File: src/rtl/scramble_sequencer.sv
// Issues a fixed-length burst of pseudo-random tile moves over a valid/ready
// handshake whenever a fresh scramble request arrives, then pulses scramble_done.
module scramble_sequencer #(
   parameter int          NUM_MOVES = 31,
   parameter int          MOVE_GAP  = 4,
   parameter logic [15:0] LFSR_SEED = 16'hACE1
) (
   input  logic       clk,
   input  logic       reset_n,
   input  logic       random_please,
   input  logic       move_ready,
   output logic       move_valid,
   output logic [1:0] move_dir,
   output logic       mix_state,
   output logic       scramble_done,
   output logic [7:0] moves_left
);

   localparam logic [15:0] SEED = (LFSR_SEED == 16'h0000) ? 16'h0001 : LFSR_SEED;
   localparam logic [15:0] MASK = 16'hB400;
   localparam int GW = (MOVE_GAP > 1) ? $clog2(MOVE_GAP) : 1;
   localparam logic [GW-1:0] GAP_LOAD = (MOVE_GAP > 0) ? GW'(MOVE_GAP - 1) : '0;

   typedef enum logic [2:0] {IDLE, PICK, OFFER, GAP, DONE} state_t;

   state_t        state;
   logic [15:0]   lfsr;
   logic [15:0]   lfsr_next;
   logic [1:0]    prev_dir;
   logic          prev_valid;
   logic          armed;
   logic [GW-1:0] gap_cnt;
   logic [1:0]    cand;
   logic [1:0]    pick_dir;

   // Handshake: a move transfers on any cycle with move_valid && move_ready;
   // move_dir is held stable from the rise of move_valid until that cycle.

   assign lfsr_next = lfsr[0] ? ((lfsr >> 1) ^ MASK) : (lfsr >> 1);
   assign cand      = lfsr[1:0];
   // Flipping bit 0 gives the opposite direction; flipping bit 1 turns sideways.
   assign pick_dir  = (prev_valid && (cand == (prev_dir ^ 2'b01))) ? (cand ^ 2'b10) : cand;

   always_ff @(posedge clk) begin
      if (!reset_n) begin
         state         <= IDLE;
         lfsr          <= SEED;
         prev_dir      <= 2'b00;
         prev_valid    <= 1'b0;
         armed         <= 1'b0;
         gap_cnt       <= '0;
         move_valid    <= 1'b0;
         move_dir      <= 2'b00;
         mix_state     <= 1'b0;
         scramble_done <= 1'b0;
         moves_left    <= 8'd0;
      end else begin
         lfsr <= lfsr_next;
         // Only a released button may arm the next scramble.
         if (!random_please) armed <= 1'b1;
         case (state)
            IDLE: begin
               if (random_please && armed) begin
                  state      <= PICK;
                  moves_left <= 8'(NUM_MOVES);
                  mix_state  <= 1'b1;
                  armed      <= 1'b0;
                  prev_valid <= 1'b0;
               end
            end
            PICK: begin
               move_dir   <= pick_dir;
               move_valid <= 1'b1;
               state      <= OFFER;
            end
            OFFER: begin
               if (move_ready) begin
                  prev_dir   <= move_dir;
                  prev_valid <= 1'b1;
                  moves_left <= moves_left - 8'd1;
                  move_valid <= 1'b0;
                  if (moves_left == 8'd1) begin
                     state         <= DONE;
                     scramble_done <= 1'b1;
                  end else if (MOVE_GAP == 0) begin
                     state <= PICK;
                  end else begin
                     state   <= GAP;
                     gap_cnt <= GAP_LOAD;
                  end
               end
            end
            GAP: begin
               if (gap_cnt == '0) state <= PICK;
               else               gap_cnt <= gap_cnt - GW'(1);
            end
            DONE: begin
               scramble_done <= 1'b0;
               mix_state     <= 1'b0;
               state         <= IDLE;
            end
            default: state <= IDLE;
         endcase
      end
   end

endmodule

File: config.mk
export PLATFORM = sky130hd
export DESIGN_NAME = scramble_sequencer
export DESIGN_NICKNAME = d
export VERILOG_FILES = /design/src/rtl/scramble_sequencer.sv
export SDC_FILE = /design/constraint.sdc
export NUM_CORES = 1
export LEC_CHECK = 0
export BUFFER_PORTS_ARGS = -buffer_cell sky130_fd_sc_hd__buf_2
export CAP_MARGIN = 20
export CORE_AREA = 2 2 58 60
export CTS_CLUSTER_DIAMETER = 80
export CTS_CLUSTER_SIZE = 14
export DETAILED_ROUTE_END_ITERATION = 6
export DIE_AREA = 0 0 60 62
export PLACE_DENSITY = 0.69
export REMOVE_ABC_BUFFERS = 1
export SYNTH_ARGS = -nofsm -noshare
export SYNTH_HDL_FRONTEND = slang
export SYNTH_SLANG_ARGS = --single-unit
export TNS_END_PERCENT = 10
File: constraint.sdc
create_clock -name clk -period 1.66 [get_ports clk]
set_input_delay 0.166 -clock clk [delete_from_list [all_inputs] [get_ports clk]]
set_output_delay 0.166 -clock clk [all_outputs]
set_load 0.03 [all_outputs]
==> impl_metrics.ini <==
[sta]
rsz0062_at_grt = no
hold_ws_ps = 48.10
fmax_mhz = 649.6
period_share_pct = 92.74
slew_viol_final = 0
tightest_slew_ps = 316.5
finalSetupTns_ps = 0
relSlewSlack_pct = 78.87
hold_viol_final = 0
setup_viol = 0
setup_slack_ps = 120.5
period_minus_slack_ps = 1539
skew_ps = 9.598

[logic_synthesis]
synth_top_flop_cell = dfxtp_1
synth_top_cell_by_area = dfxtp_1
synthTopCellsByArea = dfxtp_1, a21oi_1, nor2_1, nand2_1, and2_1
ys_ff_latch = 38
seq_area_frac_synth_pct = 49.96
synth_area_per_cell_sq_um = 9.173
ys_warn_count = 0
synth_top_area_share_pct = 49.96
synthCells = 166
syn_area_sq_mm = 0.001523
synth_edf_count = 0
async_flop_share_pct = 0
synthDistinctLibCells = 42

[worst_hold_path]
whs_path_depth = 2
hp-class = in2reg
hp-start = random_please
hold_end = armed

[power]
power_density_mw_per_mm2 = 1156
leakagePower_nw = 0.7813
vdd_ir_drop_max_mv = 0.7101

[clock_tree]
cts_htree_levels = 2
cts_sinks = 38
cts_buffer_depth = 2
worstSkewPairLatency_ps = 340
cts_tree = built
cts_setup_buffers = 0
path_clk_slew_ps = 110
cts-root-buf = clkbuf_4
cts_buffers = 5

[critical_path]
reg2reg_from = state[2]
crit_arrival_ps = 1820
cp_data_required_time_ps = 1940
cp_num_buf_inv = 0
regToRegSetupSlack_ps = 120
cp-start-kind = flop
crit_path_cell_trace = and4bb_1, nand3_1, or4_1, a21oi_1
worstRegToRegCells = 4
crit_path_max_fanout = 10
endpoint_kind = flop
cp_slowest_cell = dfxtp_1
path_delay_family = simple AND/OR/NAND/NOR gates
worstReg2RegEnd = moves_left[6]
slowest_delay_ps = 410
critical_path_class = reg2reg

[floorplan]
die_w_microns = 60
die_area_sq_mm = 0.003720
start_util_pct = 47.89
io-pin-count = 17
die_h_microns = 62
rows = 21
core_sq_mm = 0.003179

[cells_and_area]
fin_cells = 237
syn_to_final_growth_pct = 18.82
finish.instance_area_sq_mm = 0.001809
n_antenna_cell = 0
drive_gt1_share_pct = 19.90
fin_nets = 197

[status]
status = complete, no violations

[global_route]
grt_max_degree = 19
grt_pass1_vias = 1177
antenna_found_initial = 0
overflow = 0
grt_pass1_wl_mm = 5.133
track_usage_pct = 18.92

[route]
totalWireLength_mm = 3.007
drc = 0
wire_per_inst_microns = 12.69
dr.pass1.iters = 4
num_vias = 1247
ant_nets = 0
drt_iter0_markers = 52
via_per_inst = 5.262

[placed_design]
place_congestion = 0.8032
placedCellCount = 229
place_ws_ps = 165.8
placed_area_sq_mm = 0.001689
port_buffers = 16
dp_hpwl_mm = 2.182

[job]
max-cap-violations = 0
-- state kept, by name, indices dropped and copies added, names as in the netlist, 2 cells and up --
register / cells
gap_cnt: 2
move_dir: 2
state: 3
moves_left: 8
prev_dir: 2
lfsr: 16
-- what timing repair did --
item	in CTS	in global routing
endpoints found under the hold margin	0	0
hold buffers	0	0
gates resized for setup	0	1
endpoints found under the setup margin	0	1
-- final cells by class --
cell class / instances / area (sq um)
Clock buffer: 6 / 51.30
Multi-Input combinational cell: 113 / 701.9
Tap cell: 46 / 57.56
Inverter: 6 / 22.52
Timing Repair Buffer: 26 / 155.1
Fill cell: 295 / 1370
Sequential cell: 38 / 760.7
Clock inverter: 2 / 60.06
-- synth_stat cells (2+ instances only) --
cell and instances:
and2_1 7, xnor2_1 3, dfxtp_1 38, nand3_1 6
a21oi_1 14, ha_1 3, o41ai_1 2, a211o_1 2
o21a_1 2, buf_2 4, nand2b_1 6, clkbuf_1 4
nor2_1 18, nor3_1 4, nand2_1 17, a31oi_1 2
nor3b_1 2, or3_1 2, and3_1 2, inv_1 5
mux2i_1 2
-- cell usage in the layout, fill, tap and decap left out, types with 2 or more instances in the layout --
master	n
nor2_1	18
nand2b_1	6
bufinv_16	2
nand2_1	17
a31oi_1	2
dfxtp_1	38
nor3b_1	2
buf_4	10
o21a_1	2
a211o_1	2
or3_1	2
and2_1	7
o41ai_1	2
nor3_1	4
and3_1	2
inv_1	5
clkbuf_4	5
nand3_1	6
buf_2	16
ha_1	3
a21oi_1	14
xnor2_1	3
mux2i_1	2
-- logic make-up after synthesis --
group / Yosys count / synth area share (%)
flops: 38 / 49.96
simple gates: 74 / 26.38
buf+inv: 15 / 4.519
mux: 3 / 2.054
fa+ha+maj: 3 / 2.465
xor+xnor: 4 / 2.301
compound gates: 29 / 12.33
-- layer usage --
layer	track usage [%]	vias to the layer above	wire, microns
li1	-	613	-
met3	6.211	4	137
met2	32.92	28	1559
met1	21.36	602	1281
met5	0	-	0
met4	7.937	0	28
-- stage by stage --
stage          utilization (%)  total power, W
3_5_place_dp             53.13        0.001302
5_1_grt                  56.91        0.002192
2_1_floorplan                -        0.001201
4_1_cts                  56.63        0.002115
3_3_place_gp             53.13        0.001285
6_report                 56.91        0.002091
-- power by group --
group / total (W) / internal, W / switching, W
logic: 0.000274 / 0.000119 / 0.000154
clock network: 0.000806 / 0.000510 / 0.000296
registers: 0.00101 / 0.000968 / 0.0000436
total: 0.00209 / 0.00160 / 0.000494
-- how the worst max path moves through the flow --
| stage | slack [ps] | endpoint | cells after the start | startpoint |
|---|---|---|---|---|
| 2_1_floorplan | 50 | moves_left[6] | 4 | state[1] |
| 3_3_place_gp | 230 | moves_left[6] | 4 | state[2] |
| 3_5_place_dp | 170 | gap_cnt[0] | 4 | moves_left[3] |
| 4_1_cts | 140 | moves_left[6] | 4 | state[2] |
| 5_1_grt | 40 | state[0] | 5 | moves_left[3] |
| 6_report | 120 | moves_left[6] | 4 | state[2] |
(Power assumes the default switching activity.)
